File: src/rtl/dadda_div_pkg.sv
// rtl/dadda_div_pkg.sv - shared types and constants for the 16b/8b restoring divider
package dadda_div_pkg;

    localparam int DW_DEF = 8;
    localparam int DVD_W  = 2 * DW_DEF;
    localparam int CNT_W  = $clog2(DW_DEF);

    // Quotient reported for divide-by-zero and overflow
    localparam logic [DW_DEF-1:0] Q_SAT = '1;

    typedef enum logic [1:0] {
        IDLE = 2'd0,
        CALC = 2'd1,
        DONE = 2'd2
    } state_t;

endpackage

File: src/rtl/dadda_div_16b_by_8b_div_step.sv
// rtl/dadda_div_16b_by_8b_div_step.sv - one combinational restoring-division step
module div_step #(
    parameter int DW = 8
) (
    input  logic [DW:0]   rem,
    input  logic          din,
    input  logic [DW-1:0] b,
    output logic [DW:0]   rem_next,
    output logic          q_bit
);

    logic [DW:0] shifted;
    logic [DW:0] trial;
    logic        borrow;

    assign shifted = {rem[DW-1:0], din};

    // Trial subtraction with an explicit borrow bit; borrow means "negative"
    assign {borrow, trial} = {1'b0, shifted} - {2'b00, b};

    // A set top bit of the partial remainder already guarantees the trial succeeds
    assign q_bit    = rem[DW] | ~borrow;
    assign rem_next = q_bit ? trial : shifted;

endmodule

File: src/rtl/dadda_div_16b_by_8b.sv
// rtl/dadda_div_16b_by_8b.sv - sequential unsigned 16b/8b restoring divider (option: DIVIDER_TRUNC_EN)
module dadda_div_16b_by_8b
    import dadda_div_pkg::*;
#(
    parameter int DW         = DW_DEF,
    parameter int TRUNC_BITS = 4
) (
    input  logic            clk,
    input  logic            rst_n,
    input  logic            in_valid,
    output logic            in_ready,
    input  logic [2*DW-1:0] A,
    input  logic [DW-1:0]   B,
    output logic            out_valid,
    input  logic            out_ready,
    output logic [DW-1:0]   Q,
    output logic [DW-1:0]   R,
    output logic            OVF,
    output logic            DZ
);

`ifdef DIVIDER_TRUNC_EN
    localparam int SKIP = TRUNC_BITS;
`else
    // The truncation depth has no effect in the exact build
    localparam int SKIP = 0 * TRUNC_BITS;
`endif

    localparam int ITERS = DW - SKIP;
    localparam int CW    = (DW > 1) ? $clog2(DW) : 1;
    localparam logic [CW-1:0] LAST = CW'(ITERS - 1);

    state_t         state;
    logic [DW:0]    rem;
    logic [DW-1:0]  shreg;
    logic [DW-1:0]  b_reg;
    logic [CW-1:0]  cnt;

    logic [DW:0]    step_rem;
    logic           step_q;
    logic [DW-1:0]  q_shift;

    div_step #(.DW(DW)) u_step (
        .rem      (rem),
        .din      (shreg[DW-1]),
        .b        (b_reg),
        .rem_next (step_rem),
        .q_bit    (step_q)
    );

    assign q_shift = {Q[DW-2:0], step_q};

    // Control FSM and datapath registers: accept, iterate one quotient bit per cycle, hold result
    always_ff @(posedge clk) begin
        if (!rst_n) begin
            state     <= IDLE;
            in_ready  <= 1'b1;
            out_valid <= 1'b0;
            Q         <= '0;
            R         <= '0;
            OVF       <= 1'b0;
            DZ        <= 1'b0;
            rem       <= '0;
            shreg     <= '0;
            b_reg     <= '0;
            cnt       <= '0;
        end else begin
            case (state)
                IDLE: begin
                    if (in_valid && in_ready) begin
                        b_reg <= B;
                        if (B == '0) begin
                            state     <= DONE;
                            in_ready  <= 1'b0;
                            out_valid <= 1'b1;
                            DZ        <= 1'b1;
                            OVF       <= 1'b0;
                            Q         <= Q_SAT;
                            R         <= '0;
                        end else if (A[2*DW-1:DW] >= B) begin
                            state     <= DONE;
                            in_ready  <= 1'b0;
                            out_valid <= 1'b1;
                            OVF       <= 1'b1;
                            DZ        <= 1'b0;
                            Q         <= Q_SAT;
                            R         <= '0;
                        end else begin
                            state    <= CALC;
                            in_ready <= 1'b0;
                            rem      <= {1'b0, A[2*DW-1:DW]};
                            shreg    <= A[DW-1:0];
                            cnt      <= '0;
                            Q        <= '0;
                            OVF      <= 1'b0;
                            DZ       <= 1'b0;
                        end
                    end
                end
                CALC: begin
                    rem   <= step_rem;
                    shreg <= {shreg[DW-2:0], 1'b0};
                    cnt   <= cnt + 1'b1;
                    if (cnt == LAST) begin
                        state     <= DONE;
                        out_valid <= 1'b1;
                        Q         <= q_shift << SKIP;
`ifdef DIVIDER_TRUNC_EN
                        R         <= '0;
`else
                        R         <= step_rem[DW-1:0];
`endif
                    end else begin
                        Q <= q_shift;
                    end
                end
                DONE: begin
                    if (out_ready) begin
                        state     <= IDLE;
                        out_valid <= 1'b0;
                        in_ready  <= 1'b1;
                        OVF       <= 1'b0;
                        DZ        <= 1'b0;
                    end
                end
                default: begin
                    state     <= IDLE;
                    in_ready  <= 1'b1;
                    out_valid <= 1'b0;
                end
            endcase
        end
    end

endmodule

File: config.mk
export PLATFORM = sky130hd
export DESIGN_NAME = dadda_div_16b_by_8b
export DESIGN_NICKNAME = d
export VERILOG_FILES = /design/src/rtl/dadda_div_pkg.sv /design/src/rtl/dadda_div_16b_by_8b_div_step.sv /design/src/rtl/dadda_div_16b_by_8b.sv
export SDC_FILE = /design/constraint.sdc
export NUM_CORES = 1
export LEC_CHECK = 0
export ABC_CLOCK_PERIOD_IN_PS = 2500
export CELL_PAD_IN_SITES_DETAIL_PLACEMENT = 1
export CELL_PAD_IN_SITES_GLOBAL_PLACEMENT = 2
export CORE_UTILIZATION = 32
export CTS_BUF_LIST = sky130_fd_sc_hd__clkbuf_16
export DETAILED_ROUTE_END_ITERATION = 12
export GPL_TIMING_DRIVEN = 0
export PLACE_DENSITY = 0.8
export REMOVE_ABC_BUFFERS = 1
export SYNTH_ARGS = -nofsm -noshare
export SYNTH_HDL_FRONTEND = slang
export SYNTH_HIERARCHICAL = 1
export SYNTH_SLANG_ARGS = --single-unit
export TNS_END_PERCENT = 5
File: constraint.sdc
create_clock -name clk -period 2.5 [get_ports clk]
set_input_delay 0.25 -clock clk [delete_from_list [all_inputs] [get_ports clk]]
set_output_delay 0.25 -clock clk [all_outputs]
set_load 0.1 [all_outputs]
# Yosys cells after proc, flatten, opt, wreduce, memory -nomap -nowiden
# Cells that the tools add are included.
# W data, S select, Z words.
# op_classes
addsub	2
order_cmp	1
eq_ne	9
n_mux	44
n_bitwise	3
n_reduce_logical	13
# op_table
operator	count
$mux W8	10
$pmux W8 S2	3
$mux W9	4
$pmux W9 S2	1
$mux W1	12
$reduce_and A4 Y1	3
$mux W2	5
$ne A2 B2 Y1 const B	5
$sub A9 B8 Y10	1
$mux W3	3
$reduce_and A3 Y1	3
$ge A8 B8 Y1	1
$logic_not A8 Y1	1
$pmux W1 S3	2
$pmux W2 S3	1
$pmux W3 S2	1
$pmux W1 S2	2
$reduce_and A2 Y1	2
$reduce_bool A2 Y1	2
$add A3 B1 Y3 const B	1
$eq A3 B3 Y1 const B	1
$ne A3 B3 Y1 const B	1
$eq A2 B1 Y1 const B	1
$eq A2 B2 Y1 const B	1
other kinds (4)	5
# word_totals
regBits	50
input_bits	28
output_inout_bits	20
word_cells	83

# Longest topological paths before layout
# Gate-level depths: netlist (run 1).
# depth
depth_word	6
ltp_mapped	11
mapped_depth_nobuf	11

# Cells and area by module
# Netlist (run 1), hierarchy kept.
# by_module_without_submodules
module	instances	cells_per_inst	area_each_um2	seq_area_each_um2
dadda_div_16b_by_8b	1	297	2458.6	1001.0
div_step	1	70	525.5	0.0

# Worst setup path before layout (run 1)
# OpenSTA, ideal clock, no wires.
# synth_timing
path_kind	reg-to-reg
startpoint	reg b_reg[6]
endpoint	reg rem[1]
setup_time_ps	72
t_arrival_ps	2182
required_time_ps	2428
setup_slack_ps	246
stages_incl_launch_ff	11
path_buffers	0
cell_sequence	dfxtp_1 > inv_1 > ha_1 > a21o_1 > o32ai_2 > a21oi_2 > a21boi_4 > mux2i_1 > nor2_1 > or3_1 > mux2i_1
# synth_between
elab_chain_cells	5
# synth_lines
element	line_no	rtl
from (decl)	dadda_div_16b_by_8b.sv:36	logic [DW-1:0] b_reg;
from (signal assigned)	dadda_div_16b_by_8b.sv:65	b_reg <= '0;
from (signal assigned)	dadda_div_16b_by_8b.sv:71	b_reg <= B;
$sub A9 B8 Y10	dadda_div_16b_by_8b_div_step.sv:19	assign {borrow, trial} = {1'b0, shifted} - {2'b00, b};
$not A1 Y1	dadda_div_16b_by_8b_div_step.sv:22	assign q_bit = rem[DW] | ~borrow;
$or A1 B1 Y1	dadda_div_16b_by_8b_div_step.sv:22	
$mux W9	dadda_div_16b_by_8b_div_step.sv:23	assign rem_next = q_bit ? trial : shifted;
net step_rem[1]	dadda_div_16b_by_8b.sv:39	logic [DW:0] step_rem;
$pmux W9 S2	dadda_div_16b_by_8b.sv:68	case (state)
to (signal assigned)	dadda_div_16b_by_8b.sv:91	rem <= {1'b0, A[2*DW-1:DW]};
to (signal assigned)	dadda_div_16b_by_8b.sv:101	rem <= step_rem;
to (decl)	dadda_div_16b_by_8b.sv:34	logic [DW:0] rem;
# The timed path passes the listed nets, and every way through them passes these cells.
# A chain may end at the register's enable or synchronous reset.

# Worst setup path in the final report (run 1)
# layout_timing
startpoint	in B[5]
endpoint	reg cnt[0]
# layout_between
elab_chain_cells	3
# layout_lines
element	line_no	rtl
from (decl)	dadda_div_16b_by_8b.sv:13	input logic [DW-1:0] B,
$ge A8 B8 Y1 / $logic_not A8 Y1 (equally long branches)	dadda_div_16b_by_8b.sv:80, dadda_div_16b_by_8b.sv:72	
$ne A2 B2 Y1 (no source line)	--	
$reduce_and A4 Y1 (no source line) *	--	
to (signal assigned)	dadda_div_16b_by_8b.sv:103	cnt <= cnt + 1'b1;
to (decl)	dadda_div_16b_by_8b.sv:37	logic [CW-1:0] cnt;
# Mark *: on every way between the ends. The rest lies on a longest branch, timed or not.

==> impl_metrics.yaml, run 1 <==
die:
  die_h_microns: 98.6
  core-area_sq_um: 8890
  start_util_pct: 33.6
  rows: 34
  die_w_microns: 98.6
  pin_count: 48
  die_area_sq_um: 9720
logic_synthesis:
  synth_cells: 367
  synth_area_sq_um: 2980
  synth_top_cell_area_share_pct: 33.5
  ys_warn_count: 6
  synth_edf_count: 0
  synth_ff_type: "dfxtp_1"
  synth.largest_area_cell: "dfxtp_1"
  synth-seq-cells: 50
  synth.avg_cell_area_sq_um: 8.13
  synth.distinct_cells: 51
  synthTopCellsByArea: "dfxtp_1 (34%), ha_1 (7.5%), nand2_1 (7.3%), mux2i_1 (5.7%), nor2_1 (4.7%)"
  synth_seq_area_share_pct: 33.5
  async_reset_ff_share_pct: 0
global_routing:
  grt_first_pass_wirelength_microns: 15200
  grt_pass1_vias: 2995
  gr-total-overflow: 0
  grt_usage_pct: 19.9
  grt_start_max_net_pins: 48
  antenna_found_initial: 0
cells_and_area:
  syn_to_final_growth_pct: 29.5
  final_cells: 522
  fin_nets: 460
  max_flop_register: "rem"
  drive_gt1_share_pct: 12.8
  final_common_cell: "nand2_1"
  final_cell_area_sq_um: 3860
  num_antenna_cells: 0
  largest_reg_flops: 9
  fin_util_pct: 43.5
  mostFrequentLayoutCells: "nand2_1 (57), dfxtp_1 (50), clkdlybuf4s50_1 (46), nor2_1 (35), a21oi_1 (25)"
detailed_routing:
  vias: 2831
  routedWlPerCell_microns: 17.3
  first_iter_violations: 86
  ant_nets: 0
  drc: 0
  dr.pass1.iters: 4
  wl_microns: 9040
  vias_per_cell: 5.42
clocking:
  clk_root_buffer_cell: "clkbuf_16"
  cts_tree: "done"
  cts_hold_buf: 0
  clock_sinks: 50
  insertion_delay_ps: 290
  cts_buffer_depth: 2
  numCtsBuffers: 5
  clkTransAtPathRegs_ps: 70
  htree_num_levels: 2
status:
  status: "completed"
run:
  max_cap_violations: 0
timing:
  fmaxAchievable_mhz: 407
  worst_pin_slew_ps: 974
  period_needed_ps: 2460
  hold_viol_final: 0
  setup_violations: 0
  setup_ws_ps: 43.5
  slew_headroom_pct: 34.9
  fin_skew_ps: 5.10
  finalCritPeriodShare_pct: 98.3
  fin_setup_tns_ps: 0
  slew_viol_final: 0
  hold_ws_ps: 460
  grt_setup_unrepaired: "true"
placed_design:
  routabilityCongestion: 0.824
  preCtsSetupSlack_ps: -583
  post-place-cells: 504
  portBuffers: 47
  post-dp-hpwl_microns: 6030
  place_area_sq_um: 3510
min_path:
  hp-class: "flip-flop to flip-flop"
  min_delay_path_depth: 2
worst_setup_path:
  cp.arrival_ps: 2640
  start_kind: "input pin"
  crit_required_ps: 2690
  end_kind: "flip-flop"
  ff2ff_path_depth: 12
  crit_path_max_fanout: 8
  crit_type: "input pin to flip-flop"
power_and_ir_drop:
  comb_power_share_pct: 51.2
  power.total_mw: 3.39
  p_leak_nw: 1.51
  cellPowerDensity_nw_per_um2: 877
  power.share.sequential_pct: 28.8
  internal-power_mw: 2.03
  switchingPower_mw: 1.36
  irDropWorstVdd_mv: 0.346
  clkPwrFrac_pct: 20.0
  p_sw_share_pct: 40.2
==> layout make-up <==
type	count	area, sq um
clock buffers	5	125
clock inverters	3	16.3
fillers	1048	5030
inverters	24	90.1
multi-input cells	275	1920
flip-flops and latches	50	1000
well taps	108	135
repair buffers	57	576
==> timing repair <==
item                       in CTS  in global routing
buffers inserted                4                  5
gates resized for setup         7                 18
setup endpoints to repair      29                 37
cloned                          1                  0
pin swaps                       4                  3
==> power by group through the flow <==
stage / clock network [mW] / logic (mW) / registers (mW)
detailed placement: 0 / 1.43 / 0.990
floorplan: 0 / 0.881 / 1.15
global route: 0.722 / 1.87 / 0.991
CTS: 0.699 / 1.56 / 0.974
finish: 0.677 / 1.73 / 0.977
global placement: 0 / 1.41 / 0.985
==> worst max-delay path, cell delays in order <==
cell,delay (ps)
clkdlybuf4s50_1,570
inv_1,70
ha_1,270
and3_4,200
a221o_2,470
nor3_4,310
a21oi_4,210
a31o_2,290
==> cell usage after synthesis (all sizes together), types with 7 or more instances <==
cell type / n
nor2: 38
a31oi: 10
nand3: 11
buf: 7
dfxtp: 50
mux2i: 17
clkbuf: 12
nor3: 9
a211oi: 12
or3: 15
ha: 18
nand2: 58
inv: 24
a21oi: 27
==> final timing paths <==
| check | startpoint | to | slack (ps) |
|---|---|---|---|
| min | b_reg[3] | b_reg[3] | 460 |
| min reg2reg | b_reg[3] | b_reg[3] | 460 |
| max | B[5] | cnt[0] | 40 |
| max reg2reg | b_reg[3] | rem[5] | 60 |
==> cell families after synthesis <==
family	synth area share [%]
adders and majority gates	8.22
muxes	7.59
DFF	33.5
AOI/OAI and AO/OA	20.0
xor gates and xnor gates	0.881
and+or+nand+nor	23.6
buffers and inverters	6.16
==> per-layer routing <==
metal / vias up / track usage [%] / routed length [microns]
met3: 7 / 3.26 / 220
met1: 1395 / 24.4 / 4230
met5: - / 0 / 0
met2: 34 / 35.9 / 4470
met4: 0 / 5.74 / 116
li1: 1395 / - / -
No activity file was read; power rests on OpenSTA's default activity.
==> run 2, diff against run 1 <==
Settings changed: CORE_MARGIN from default to 4, PLACE_DENSITY 0.8 to 0.78, SYNTH_HIERARCHICAL 1 to default.
==> run 2 against run 1 <==
Non-clock buffer count fell by 10. Clock skew is essentially flat. Register-to-register slack improved by 40 ps. Sequential share of layout area increased by 2.0 points. Count of clock-buffer cells in the layout unchanged. Cell count down 9.8%. Fmax up 2.0%. Global-route usage shrank 3.5 points. Synthesized area fell by 4.1%. Critical path type unchanged.
==> impl_metrics.yaml, run 2 <==
worst_setup_path:
  end_kind: "flip-flop"
  cp.arrival_ps: 2600
  r2r_start: "rem[0]"
  rrSetupSlack_ps: 100
  crit_path_max_fanout: 8
  crit_type: "input pin to flip-flop"
  rr_endpoint: "R[6]"
  ff2ff_path_depth: 7
  crit_required_ps: 2690
  start_kind: "input pin"
die:
  core-area_sq_um: 8720
  die_area_sq_um: 10500
  rows: 34
  die_h_microns: 103
  die_w_microns: 103
  pin_count: 48
  start_util_pct: 32.8
run:
  max_cap_violations: 0
timing:
  worst_pin_slew_ps: 985
  fin_skew_ps: 5.32
  hold_ws_ps: 455
  period_needed_ps: 2410
  hold_viol_final: 0
  finalCritPeriodShare_pct: 96.3
  slew_headroom_pct: 34.1
  fmaxAchievable_mhz: 415
  grt_setup_unrepaired: "true"
  slew_viol_final: 0
  setup_violations: 0
logic_synthesis:
  synth.largest_area_cell: "dfxtp_1"
  muxShareOfSynthArea_pct: 6.86
  synth_edf_count: 0
  synth.avg_cell_area_sq_um: 8.92
  ys_warn_count: 0
  synth_ff_type: "dfxtp_1"
  synth_cells: 321
  synth_commonest_cells: "nand2_1 (54), dfxtp_1 (50), inv_1 (24)"
  synthXorXnorAreaFrac_pct: 1.22
  synth.distinct_cells: 54
  synth_seq_area_share_pct: 35.0
  synthSimpleGateAreaFrac_pct: 15.2
  synth_area_sq_um: 2860
  synth_compound_area_share_pct: 27.1
  synth-seq-cells: 50
  async_reset_ff_share_pct: 0
  synth.most_common_cell: "nand2_1"
  synth_top_cell_area_share_pct: 35.0
  yosys.area_share.adder_pct: 8.57
  synthTopCellsByArea: "dfxtp_1 (35%), ha_1 (7.9%), nand2_1 (7.1%), a21oi_1 (4.0%), mux2i_1 (3.8%)"
  synth_top_family_by_area: "compound AO/OA/AOI/OAI gates"
min_path:
  worstHoldStart: "out_valid"
  min_delay_path_depth: 2
  min_to: "out_valid"
  hp-class: "flip-flop to flip-flop"
clocking:
  cts_buffer_depth: 2
  post_cts_buffers: 0
  clk_root_buffer_cell: "clkbuf_16"
  clock_sinks: 50
  clkTransAtPathRegs_ps: 70
  numCtsBuffers: 5
  htree_num_levels: 2
  insertion_delay_ps: 290
  cts_tree: "done"
cells_and_area:
  fin_nets: 409
  max_flop_register: "rem"
  fin_util_pct: 41.1
  largest_reg_flops: 9
  nFillCells: 1030
  final_cell_area_sq_um: 3580
  mostFrequentLayoutCells: "nand2_1 (54), dfxtp_1 (50), clkdlybuf4s50_1 (47), inv_1 (24), a21oi_1 (23)"
  final_common_cell: "nand2_1"
  num_antenna_cells: 0
  syn_to_final_growth_pct: 25.1
  final_cells: 471
  drive_gt1_share_pct: 11.8
detailed_routing:
  first_iter_violations: 71
  ant_nets: 0
  vias: 2467
  routedWlPerCell_microns: 17.3
  wl_microns: 8130
  drc: 0
  dr.pass1.iters: 4
  vias_per_cell: 5.24
global_routing:
  grt_start_max_net_pins: 36
  grt_usage_pct: 16.4
  grt_first_pass_wirelength_microns: 13300
  gr-total-overflow: 0
  antenna_found_initial: 0
  grt_pass1_vias: 2582
status:
  status: "completed"
power_and_ir_drop:
  power.total_mw: 2.74
  irDropWorstVdd_mv: 0.287
  cellPowerDensity_nw_per_um2: 764
  p_leak_nw: 1.35
placed_design:
  place_area_sq_um: 3390
  post-dp-hpwl_microns: 5780
  portBuffers: 47
  routabilityCongestion: 0.777
  post-place-cells: 462
-- run 2: routing by layer --
layer	track usage [%]	up-vias	routed length, microns
li1	-	1229	-
met1	21.3	1204	3750
met2	28.4	32	4010
met3	3.52	2	318
met4	3.03	0	50
met5	0	-	0
-- run 2: cell type report --
type / count / area (sq um) / share of cell area [%]
multi-input cells: 233 / 1740 / 48.5
flip-flops and latches: 50 / 1000 / 28.0
repair buffers: 47 / 470 / 13.1
well taps: 108 / 135 / 3.77
clock buffers: 5 / 125 / 3.49
inverters: 25 / 95.1 / 2.66
clock inverters: 3 / 18.8 / 0.524
-- run 2: logic make-up (layout without fill, tap and decap cells) --
group,Yosys count,in the layout
simple gates,100,100
compound gates,92,93
fa+ha+maj,19,19
buf+inv,39,80
xor+xnor,4,4
flops,50,50
mux,17,17
-- run 2: worst max-delay path, cell delays in order --
cell             delay (ps)
clkdlybuf4s50_1         500
inv_1                    50
ha_1                    320
and3_1                  230
o211ai_1                170
o211ai_4                400
o21ai_2                 100
and2_2                  310
a2bb2o_4                250
-- run 2: worst max path at each step --
stage	start	end	slack, ps	cells past startpoint
6_report	B[7]	R[6]	90	9
3_5_place_dp	rst_n	R[6]	-670	5
5_1_grt	B[4]	shreg[2]	-60	9
4_1_cts	state[1]	Q[6]	40	5
2_1_floorplan	in_ready	Q[1]	-8	5
3_3_place_gp	rst_n	R[6]	-680	5
-- run 2: through the flow --
step / TNS (ps) / setup WS [ps]
after floorplan: -58.7 / -8.44
after global placement: -11860 / -683
after detailed placement: -13300 / -675
after CTS: 0 / 39.2
after global routing: -179 / -64.6
final: 0 / 92.4
-- run 2: report_power, final --
part,internal [mW],leakage [nW],switching [mW]
registers,0.871,0.408,0.0580
logic,0.428,0.869,0.695
clock network,0.372,0.0740,0.313
total,1.67,1.35,1.07
-- run 2: timing repair --
item | in CTS | in global routing
cloned | 1 | 0
resized for setup | 6 | 3
hold buffers | 0 | 0
pin swaps | 1 | 4
endpoints found under the setup margin | 31 | 23
